File: config.mk
export PLATFORM = sky130hd
export DESIGN_NAME = scroll_scheduler
export DESIGN_NICKNAME = d
export VERILOG_FILES = /design/src/rtl/scroll_scheduler.sv
export SDC_FILE = /design/constraint.sdc
export NUM_CORES = 1
export LEC_CHECK = 0
export BUFFER_PORTS_ARGS = -buffer_cell sky130_fd_sc_hd__buf_4
export CAP_MARGIN = 10
export CORE_UTILIZATION = 55
export CTS_BUF_LIST = sky130_fd_sc_hd__clkbuf_4
export DETAILED_ROUTE_END_ITERATION = 8
export GPL_TIMING_DRIVEN = 0
export PLACE_DENSITY_LB_ADDON = 0.12
export SKIP_CTS_REPAIR_TIMING = 1
export SLEW_MARGIN = 20
export SYNTH_ARGS = -nofsm -noshare
export SYNTH_HDL_FRONTEND = slang
export SYNTH_SLANG_ARGS = --single-unit
export TNS_END_PERCENT = 30
File: constraint.sdc
create_clock -name CLOCK_50 -period 7.1 [get_ports CLOCK_50]
set_input_delay 0 -clock CLOCK_50 [delete_from_list [all_inputs] [get_ports CLOCK_50]]
set_output_delay 0 -clock CLOCK_50 [all_outputs]
set_load 0.02 [all_outputs]
File: src/rtl/scroll_scheduler.sv
// Scrolling background sequencer: animation tick divider, score-driven step
// ramp, fixed-point scroll position (hundredths of a pixel) and run/pause/stop
// sequencing. The renderer only reads back_x / back_skip_x.
//
// state | meaning
// IDLE  | waiting for start, nothing moves
// RUN   | scrolling, step ramps toward the score target
// PAUSE | frozen; divider, position and step hold
// STOP  | game over, step decays by RAMP per tick until zero
module scroll_scheduler #(
  parameter int TICK_DIV    = 833333,
  parameter int MIN_STEP    = 100,
  parameter int PER_SCORE   = 30,
  parameter int MAX_STEP    = 1000,
  parameter int RAMP        = 10,
  parameter int SCR_W       = 640,
  parameter int SKIP_MARGIN = 5
) (
  input  logic       CLOCK_50,
  input  logic       resetn,
  input  logic       start,
  input  logic       pause,
  input  logic       game_over,
  input  logic [9:0] score,
  output logic       anim_tick,
  output logic [9:0] scroll_step,
  output logic [9:0] back_x,
  output logic [9:0] back_skip_x,
  output logic       wrapped,
  output logic [1:0] state
);

  localparam int DIV_W = (TICK_DIV > 2) ? $clog2(TICK_DIV) : 1;
  localparam logic [DIV_W-1:0] DIV_LAST = DIV_W'(TICK_DIV - 1);
  localparam logic [16:0] POS_MAX  = 17'(SCR_W * 100);
  localparam logic [9:0]  MIN_V    = 10'(MIN_STEP);
  localparam logic [9:0]  RAMP_V   = 10'(RAMP);
  localparam logic [9:0]  SCR_V    = 10'(SCR_W);
  localparam logic [9:0]  MARGIN_V = 10'(SKIP_MARGIN);

  typedef enum logic [1:0] {
    IDLE  = 2'd0,
    RUN   = 2'd1,
    PAUSE = 2'd2,
    STOP  = 2'd3
  } state_t;

  state_t           state_q, state_d;
  logic [DIV_W-1:0] div_q, div_d;
  logic [9:0]       step_q, step_d;
  logic [16:0]      pos_q, pos_d;
  logic             tick_q, tick_d;
  logic             wrap_q, wrap_d;

  logic [19:0] target_raw;
  logic [9:0]  target;
  logic [10:0] step_up;
  logic [9:0]  step_dn;
  logic [9:0]  ramp_step;
  logic [9:0]  skip_gap;
  logic        counting;

  // Score-dependent target step, saturated; 20 bits so score=1023 cannot overflow.
  always_comb begin
    target_raw = 20'(MIN_STEP) + 20'(PER_SCORE) * {10'd0, score};
    target     = (target_raw > 20'(MAX_STEP)) ? 10'(MAX_STEP) : target_raw[9:0];
  end

  // Step candidates: ramp toward target in RUN, decay toward zero in STOP.
  always_comb begin
    step_up = {1'b0, step_q} + {1'b0, RAMP_V};
    step_dn = (step_q > RAMP_V) ? (step_q - RAMP_V) : 10'd0;
    if (target > step_q)
      ramp_step = (step_up > {1'b0, target}) ? target : step_up[9:0];
    else if (target < step_q)
      ramp_step = (step_dn < target) ? target : step_dn;
    else
      ramp_step = step_q;
  end

  // Next-state, divider, position and step; reload on entry to RUN wins over a tick.
  always_comb begin
    state_d  = state_q;
    div_d    = div_q;
    step_d   = step_q;
    pos_d    = pos_q;
    tick_d   = 1'b0;
    wrap_d   = 1'b0;
    counting = (state_q == RUN) || ((state_q == STOP) && (step_q != 10'd0));

    if (counting) begin
      if (div_q == DIV_LAST) begin
        div_d  = '0;
        tick_d = 1'b1;
        if (pos_q < {7'd0, step_q}) begin
          pos_d  = POS_MAX;
          wrap_d = 1'b1;
        end else begin
          pos_d = pos_q - {7'd0, step_q};
        end
        step_d = (state_q == RUN) ? ramp_step : step_dn;
      end else begin
        div_d = div_q + DIV_W'(1);
      end
    end

    case (state_q)
      IDLE: begin
        if (start) begin
          state_d = RUN;
          div_d   = '0;
          step_d  = MIN_V;
          pos_d   = POS_MAX;
        end
      end
      RUN: begin
        if (game_over)  state_d = STOP;
        else if (pause) state_d = PAUSE;
      end
      PAUSE: begin
        if (game_over)   state_d = STOP;
        else if (!pause) state_d = RUN;
      end
      STOP: begin
        if (start && !game_over) begin
          state_d = RUN;
          div_d   = '0;
          step_d  = MIN_V;
          pos_d   = POS_MAX;
          tick_d  = 1'b0;
          wrap_d  = 1'b0;
        end
      end
      default: state_d = IDLE;
    endcase
  end

  // State and datapath registers with synchronous active-low reset.
  always_ff @(posedge CLOCK_50) begin
    if (!resetn) begin
      state_q <= IDLE;
      div_q   <= '0;
      step_q  <= 10'd0;
      pos_q   <= POS_MAX;
      tick_q  <= 1'b0;
      wrap_q  <= 1'b0;
    end else begin
      state_q <= state_d;
      div_q   <= div_d;
      step_q  <= step_d;
      pos_q   <= pos_d;
      tick_q  <= tick_d;
      wrap_q  <= wrap_d;
    end
  end

  // Renderer-facing positions, combinational from pos.
  always_comb begin
    back_x      = 10'(pos_q / 17'd100);
    skip_gap    = SCR_V - back_x;
    back_skip_x = (skip_gap <= MARGIN_V) ? 10'd0 : (skip_gap - MARGIN_V);
  end

  assign anim_tick   = tick_q;
  assign wrapped     = wrap_q;
  assign scroll_step = step_q;
  assign state       = state_q;

endmodule
=== Word-level counts from Yosys, hierarchy flattened ===
Index checks and enable logic that the tools add are counted.
W data, S select, Z words.

* Bits in registers: 51
* Input port bits: 15
* Output and inout port bits: 34
* Logic and storage cells: 78

* $add $sub $neg: 7
* Multipliers: 1
* Divide/modulo/power cells: 1
* $lt $le $gt $ge: 8
* Equality and inequality tests: 8
* Multiplexer cells: 40
* Reduce and logical (&&, ||, !) cells: 7

{| class="wikitable"
|+ Operators with widths
! operator !! number
|-
| $mux W10 || 12
|-
| $mux W17 || 5
|-
| $mux W20 || 4
|-
| $pmux W20 S2 || 1
|-
| $pmux W17 S2 || 1
|-
| $add A20 B1 Y20 const B || 1
|-
| $eq A20 B20 Y1 const B || 1
|-
| $lt A10 B10 Y1 || 2
|-
| $pmux W10 S2 || 1
|-
| $div A17 B7 Y17 const B || 1
|-
| $lt A17 B10 Y1 || 1
|-
| $sub A17 B10 Y17 || 1
|-
| $add A7 B15 Y16 const A || 1
|-
| $gt A16 B10 Y1 const B || 1
|-
| $mul A4 B10 Y14 const A || 1
|-
| $mux W2 || 6
|-
| $add A10 B4 Y11 const B || 1
|-
| $gt A11 B10 Y1 || 1
|-
| $gt A10 B10 Y1 || 1
|-
| $gt A10 B4 Y1 const B || 1
|-
| $le A10 B3 Y1 const B || 1
|-
| $reduce_bool A10 Y1 || 1
|-
| $sub A10 B10 Y10 const A || 1
|-
| $sub A10 B3 Y10 const B || 1
|-
| other kinds (13) || 24
|}

=== Logic depth before layout (Yosys ltp) ===
Gate-level depths: netlist (run 1).

* Word-level depth: 13
* Gate-level depth with buffers: 42
* Gate-level depth less buffers: 42

=== Worst setup path before layout (run 1) ===
Ideal clock, no wire load.

* Path kind: register to output
* From: register pos_q[15]
* To: output port back_skip_x[7]
* Data arrival time: 7765 ps
* Data required time: 7100 ps
* Slack: -665 ps
* Cell stages (with the launch flop): 33
* Buffers on the path: 3
* Path through: dfxtp_1 buf_4 buf_6 nand2b_1 o31ai_1 nor2_1 o21ai_1 a21oi_1 and2_1 o21a_1 a211oi_1 or2_2 clkbuf_1 nor3_2 o21a_1 a2111o_1 o211a_1 a21o_4 inv_2 mux2i_1 nand2b_1 mux2_2 and3_1 a311o_1 a211o_1 and2_1 inv_1 ha_1 nor3_1 a21o_1 nand3_2 or4_1 a21oi_1

* Longest elaborated chain between the ends: 4
* Elaborated cells on any way between the ends: 5
* Classes of those cells: 2 x add/sub; 1 x div; 1 x order compare; 1 x mux

{| class="wikitable"
|+ RTL lines
! what !! line !! RTL
|-
| start, declared || 51 || <nowiki>logic [16:0] pos_q, pos_d;</nowiki>
|-
| start signal, assigned || 151 || <nowiki>pos_q <= pos_d;</nowiki>
|-
| $div A17 B7 Y17 || 159 || <nowiki>back_x = 10'(pos_q / 17'd100);</nowiki>
|-
| net back_x[8] || 27 || <nowiki>output logic [9:0] back_x,</nowiki>
|-
| $sub A10 B10 Y10 || 160 || <nowiki>skip_gap = SCR_V - back_x;</nowiki>
|-
| $le A10 B3 Y1 || 161 || <nowiki>back_skip_x = (skip_gap <= MARGIN_V) ? 10'd0 : (skip_gap - MARGIN_V);</nowiki>
|-
| $mux W10 || 161 ||
|-
| end, declared || 28 || <nowiki>output logic [9:0] back_skip_x,</nowiki>
|}

The timed path passes the listed nets, and every way through them passes these cells.

=== Final worst setup path (run 1) ===
* From: register pos_q[11]
* To: output port back_skip_x[6]

* Longest elaborated chain between the ends: 4
* Elaborated cells on any way between the ends: 5
* Classes of those cells: 2 x add/sub; 1 x div; 1 x order compare; 1 x mux

{| class="wikitable"
|+ RTL lines
! what !! line
|-
| $div A17 B7 Y17 * || 159
|-
| $sub A10 B10 Y10 * || 160
|-
| $sub A10 B3 Y10 or $le A10 B3 Y1 (tied branches) || 161
|-
| $mux W10 * || 161
|}

Every way passes the cells marked *; elsewhere a longest branch is shown, timed or not.

==> results of run 1 <==
-- sequential cells by signal, summed over array words and instances, names as in the netlist --
name         cells
wrapped          1
pos_q           17
scroll_step     10
div_q           20
anim_tick        1
state            2
-- metrics by stage --
stage	area, sq um	utilization	worst slack (ns)	TNS [ns]
finish	9330	0.669	-1.20	-11.72
global route	9330	0.669	-1.55	-15.65
CTS	8780	0.630	-1.71	-17.18
detailed placement	8700	0.624	-1.20	-14.88
global placement	8690	0.624	-1.14	-15.55
floorplan	8110	-	-0.0710	-0.344
-- layer usage --
metal / vias up / track usage / wire length (microns)
li1: 4117 / - / -
met2: 297 / 0.469 / 10500
met3: 48 / 0.0276 / 1240
met1: 3918 / 0.406 / 10100
met4: 0 / 0.0880 / 542
met5: - / 0 / 0
-- worst max-delay path: cells and delay by family, from the launching register on --
family / cells / cell delay [ns]
simple gates: 10 / 2.38
fa+ha+maj: 1 / 0.20
xor+xnor: 1 / 0.14
flops: 1 / 0.35
mux: 3 / 0.87
buf+inv: 6 / 0.86
compound gates: 12 / 3.08
-- cell type report --
cell class,count,area [sq um],share of cell area
multi-input combinational,903,6850,0.734
sequential,51,1030,0.110
timing repair buffer,73,557,0.0597
buffer,52,298,0.0319
inverter,73,285,0.0306
tap,180,225,0.0241
clock inverter,3,42.5,0.00456
clock buffer,5,37.5,0.00402
antenna,1,2.50,0.000268
-- cell families after synthesis --
group	after synthesis	synth area share
AOI/OAI and AO/OA	343	0.306
and+or+nand+nor	397	0.257
buffers and inverters	126	0.0677
xor gates and xnor gates	67	0.0742
muxes	10	0.0130
adders and majority gates	86	0.153
DFF	51	0.129
-- synthesized netlist by cell type, drive strengths merged, types with 5 or more instances --
| master | count |
|---|---|
| a2111oi | 8 |
| a211o | 5 |
| a211oi | 27 |
| a21o | 22 |
| a21oi | 75 |
| a311oi | 6 |
| a31oi | 12 |
| and2 | 15 |
| and3 | 13 |
| buf | 25 |
| clkbuf | 28 |
| dfxtp | 51 |
| fa | 18 |
| ha | 68 |
| inv | 71 |
| mux2i | 8 |
| nand2 | 79 |
| nand2b | 20 |
| nand3 | 33 |
| nand4 | 14 |
| nor2 | 111 |
| nor2b | 12 |
| nor3 | 39 |
| nor4 | 11 |
| o211ai | 17 |
| o21a | 10 |
| o21ai | 76 |
| o21bai | 7 |
| o22ai | 11 |
| o31ai | 11 |
| or2 | 13 |
| or3 | 13 |
| xnor2 | 47 |
| xor2 | 20 |
-- worst max-delay path by stage --
stage                         start             end  depth (start not counted)
after global placement     pos_q[9]  back_skip_x[5]                         31
after global routing      pos_q[15]  back_skip_x[9]                         33
after detailed placement   pos_q[9]  back_skip_x[5]                         31
after floorplan           pos_q[12]  back_skip_x[5]                         32
after CTS                  pos_q[9]  back_skip_x[5]                         31
final                     pos_q[11]  back_skip_x[6]                         33
==> results.json, run 1 <==
{
  "nNetsFinal": 1260,
  "min_from": "game_over",
  "skew_ns": 0.0238,
  "fin_crit_sh": 1.17,
  "drt-total-wl_microns": 22300,
  "grt_max_degree": 17,
  "synthDistinctLibCells": 98,
  "status": "finished with violations",
  "grt_pass1_wl_microns": 35100,
  "clk_pin_slew_worst_paths_ns": 0.15,
  "ant_nets": 0,
  "period_needed_ns": 8.30,
  "stdcell_count": 1341,
  "reg2reg_slack_ns": 1.97,
  "cts_buffers": 5,
  "end_kind": "output pin",
  "holdPathStages": 3,
  "dp_cells": 1308,
  "setup_viol": 10,
  "hold_viol_final": 0,
  "slowest_stage": "or4_4",
  "max_cap_violations": 0,
  "hold_class": "input pin to flop",
  "yosys_most_used_dff": "dfxtp_1",
  "synth_edf_count": 0,
  "syn_inst": 1080,
  "grt-ovfl-total": 0,
  "cts.htree.levels": 2,
  "fmax_mhz": 121,
  "track_usage": 0.290,
  "place_congestion": 0.959,
  "ys_ff_latch": 51,
  "wl_per_cell_microns": 16.7,
  "num-fill-cells": 1246,
  "syn_area_sq_um": 7910,
  "slew-limit-headroom": 0.242,
  "syn_area_per_cell_sq_um": 7.33,
  "rows": 43,
  "clk_path_buf_depth": 2,
  "crit_type": "flop to output pin",
  "mostFrequentLayoutCells": "nor2_1 (108), nand2_1 (79), buf_4 (74), inv_1 (68), a21oi_1 (67)",
  "synth_nets": 1181,
  "grt_pass1_vias": 7285,
  "die_w_microns": 122,
  "portBuffers": 48,
  "yosysTopAreaCell": "dfxtp_1",
  "layout_commonest_cell": "nor2_1",
  "core-area_sq_um": 13900,
  "io_pins": 49,
  "vias": 8380,
  "seq_area_frac_synth": 0.129,
  "start_kind": "flop",
  "holdPathEnd": "state[0]",
  "cts_tree": "done",
  "dieArea_sq_um": 14900,
  "worstReg2RegStart": "scroll_step[1]",
  "firstDrtPassIters": 5,
  "hpwl_microns": 16800,
  "syn_to_final_growth_pct": 17.9,
  "worst_hold_slack_ns": 0.0333,
  "cp_data_arrival_time_ns": 8.30,
  "violations": "negative setup slack",
  "yosys_warnings": 0,
  "r2r-end": "scroll_step[4]",
  "slowest_delay_ns": 0.59,
  "async_reset_ff_frac": 0,
  "fin_ws_ns": -1.20,
  "chipHeight_microns": 122,
  "post-route-drc-count": 0,
  "synth_top_area_frac": 0.129,
  "maxSlewViolCount": 0,
  "layout-drive-gt1-share": 0.193,
  "antenna_found_initial": 1,
  "yosys-top-cells-area": "dfxtp_1 (13%), ha_1 (11%), nor2_1 (5.3%), xnor2_1 (5.2%), a21oi_1 (4.7%)",
  "cts-root-buf": "clkbuf_4",
  "start_util": 0.568,
  "routed_via_density": 6.25,
  "clock_sinks": 51,
  "required_ns": 7.10,
  "drt_iter0_drc": 590,
  "r2r_cells": 26,
  "worst_pin_slew_ns": 1.13,
  "rsz0062_at_grt": "yes",
  "cp_max_fo": 8,
  "clock_latency_ns": 0.40
}
Power of run 1 is left out: the tool's default activity adds up to more than one toggle a clock period on the data nets, which glitch-free logic cannot reach.
==> inputs of run 2 (changes only) <==
--- a/config.mk
+++ b/config.mk
@@ -10,7 +10,6 @@
 export CORE_UTILIZATION = 55
 export CTS_BUF_LIST = sky130_fd_sc_hd__clkbuf_4
 export DETAILED_ROUTE_END_ITERATION = 8
-export GPL_TIMING_DRIVEN = 0
 export PLACE_DENSITY_LB_ADDON = 0.12
 export SKIP_CTS_REPAIR_TIMING = 1
 export SLEW_MARGIN = 20
==> run 2 against run 1 <==
Compared with the run above: the flow still finishes with violations (negative setup slack); wire length up 9.5%; clock-buffer cell count unchanged; global-route usage up 1.5 points; non-clock buffer count up 138; final cell count up 10%; die area unchanged; worst hold slack better by 0.027 ns; fmax up 5.9%; clock skew up 0.0033 ns; flip-flop and latch count unchanged.
==> results.json, run 2 (synthesis gave the netlist of run 1 again) <==
{
  "worstReg2RegStart": "scroll_step[1]",
  "drt-total-wl_microns": 24500,
  "post-route-drc-count": 0,
  "cts.htree.levels": 2,
  "r2r_cells": 24,
  "cpMostUsedCell": "buf_4",
  "clk_path_buf_depth": 2,
  "crit_end": "back_skip_x[7]",
  "grt_pass1_vias": 8089,
  "layout-drive-gt1-share": 0.311,
  "reg2reg_slack_ns": 2.30,
  "cts_tree": "done",
  "period_needed_ns": 7.84,
  "top_register": "div_q",
  "fin_crit_sh": 1.10,
  "utilization": 0.760,
  "nNetsFinal": 1398,
  "setup_viol": 10,
  "cp_max_fo": 7,
  "violations": "negative setup slack",
  "start_kind": "flop",
  "grt_pass1_wl_microns": 37400,
  "cts_buffers": 5,
  "syn_to_final_growth_pct": 33.8,
  "antenna_found_initial": 0,
  "drt_iter0_drc": 611,
  "clock_sinks": 51,
  "crit_type": "flop to output pin",
  "largest_reg_flops": 20,
  "stdcell_count": 1477,
  "wl_per_cell_microns": 16.6,
  "r2r-end": "scroll_step[4]",
  "place_congestion": 0.995,
  "skew_ns": 0.0271,
  "fmax_mhz": 128,
  "io_pins": 49,
  "track_usage": 0.306,
  "required_ns": 7.10,
  "clk_pin_slew_worst_paths_ns": 0.15,
  "startpoint": "pos_q[13]",
  "core-area_sq_um": 13900,
  "grt-ovfl-total": 0,
  "chipHeight_microns": 122,
  "start_util": 0.568,
  "grt_max_degree": 28,
  "dieArea_sq_um": 14900,
  "hpwl_microns": 18100,
  "worst_pin_slew_ns": 1.17,
  "busiest_layer": "met2",
  "max_cap_violations": 0,
  "layout_commonest_cell": "buf_4",
  "maxSlewViolCount": 0,
  "die_w_microns": 122,
  "min_from": "game_over",
  "mostFrequentLayoutCells": "buf_4 (248), nor2_1 (104), nand2_1 (76), inv_1 (68), ha_1 (65)",
  "cp_data_arrival_time_ns": 7.84,
  "slowest_delay_ns": 0.63,
  "ant_nets": 0,
  "clock_latency_ns": 0.40,
  "grt.met3_usage": 0.0318,
  "portBuffers": 48,
  "status": "finished with violations",
  "end_kind": "output pin",
  "routed_via_density": 6.06,
  "slowest_stage": "or4b_2",
  "rsz0062_at_grt": "yes",
  "hold_class": "input pin to flop",
  "fin_ws_ns": -0.736,
  "cts-root-buf": "clkbuf_4",
  "slew-limit-headroom": 0.212,
  "vias": 8948,
  "rows": 43,
  "grt_use_met2": 0.541,
  "antenna-diode-count": 0,
  "firstDrtPassIters": 6,
  "dp_cells": 1444,
  "grt_util_met1": 0.397,
  "hold_viol_final": 0
}
==> run 2: cell types whose count changed in the layout (fill, tap and decap cells not counted), moves of 4 or more <==
cell      delta
buf_2        -7
clkbuf_1    -25
a21oi_1      -6
a21oi_2      +6
buf_4      +174
nor3_2       -4
dfxtp_2      -4
nor2_1       -4
dfxtp_4      +5
==> run 2: stage by stage <==
step | setup TNS (ns) | setup WS (ns) | hold slack, ns | cell area [sq um]
finish | -6.59 | -0.736 | 0.0601 | 10600
floorplan | -0.344 | -0.0710 | 0.135 | 8110
global route | -9.79 | -1.07 | 0.0352 | 10600
CTS | -10.36 | -1.08 | -0.0986 | 9900
detailed placement | -5.73 | -0.620 | 0.311 | 9850
global placement | -3.90 | -0.440 | 0.316 | 9850
==> run 2: critical path: cells and delay by family (launching register included) <==
family | cells | cell delay (ns)
AOI/OAI and AO/OA | 15 | 2.97
adders and majority gates | 1 | 0.19
buffers and inverters | 10 | 1.43
DFF | 1 | 0.40
and+or+nand+nor | 11 | 2.46
==> run 2: routing by layer <==
metal  part of all wire  wire, microns  up-vias
met5                  0              0        -
met4              0.018            451        0
met3              0.060           1480       46
met2               0.50          12200      333
met1               0.42          10300     4181
li1                   -              -     4388
==> run 2: worst min-delay path by stage <==
stage,to,slack [ns],cells after the start
detailed placement,anim_tick,0.31,2
finish,state[0],0.06,3
global route,state[0],0.04,3
floorplan,anim_tick,0.13,1
CTS,anim_tick,-0.1,2
global placement,anim_tick,0.32,2
==> run 2: area by class of cell <==
class                           instances  area [sq um]
Fill cell                            1087          3350
Clock buffer                            5          37.5
Sequential cell                        51          1040
Tap cell                              180           225
Clock inverter                          2          13.8
Multi-Input combinational cell        903          6950
Inverter                               73           284
Timing Repair Buffer                  263          2030
Power of run 2 is left out for the same reason.
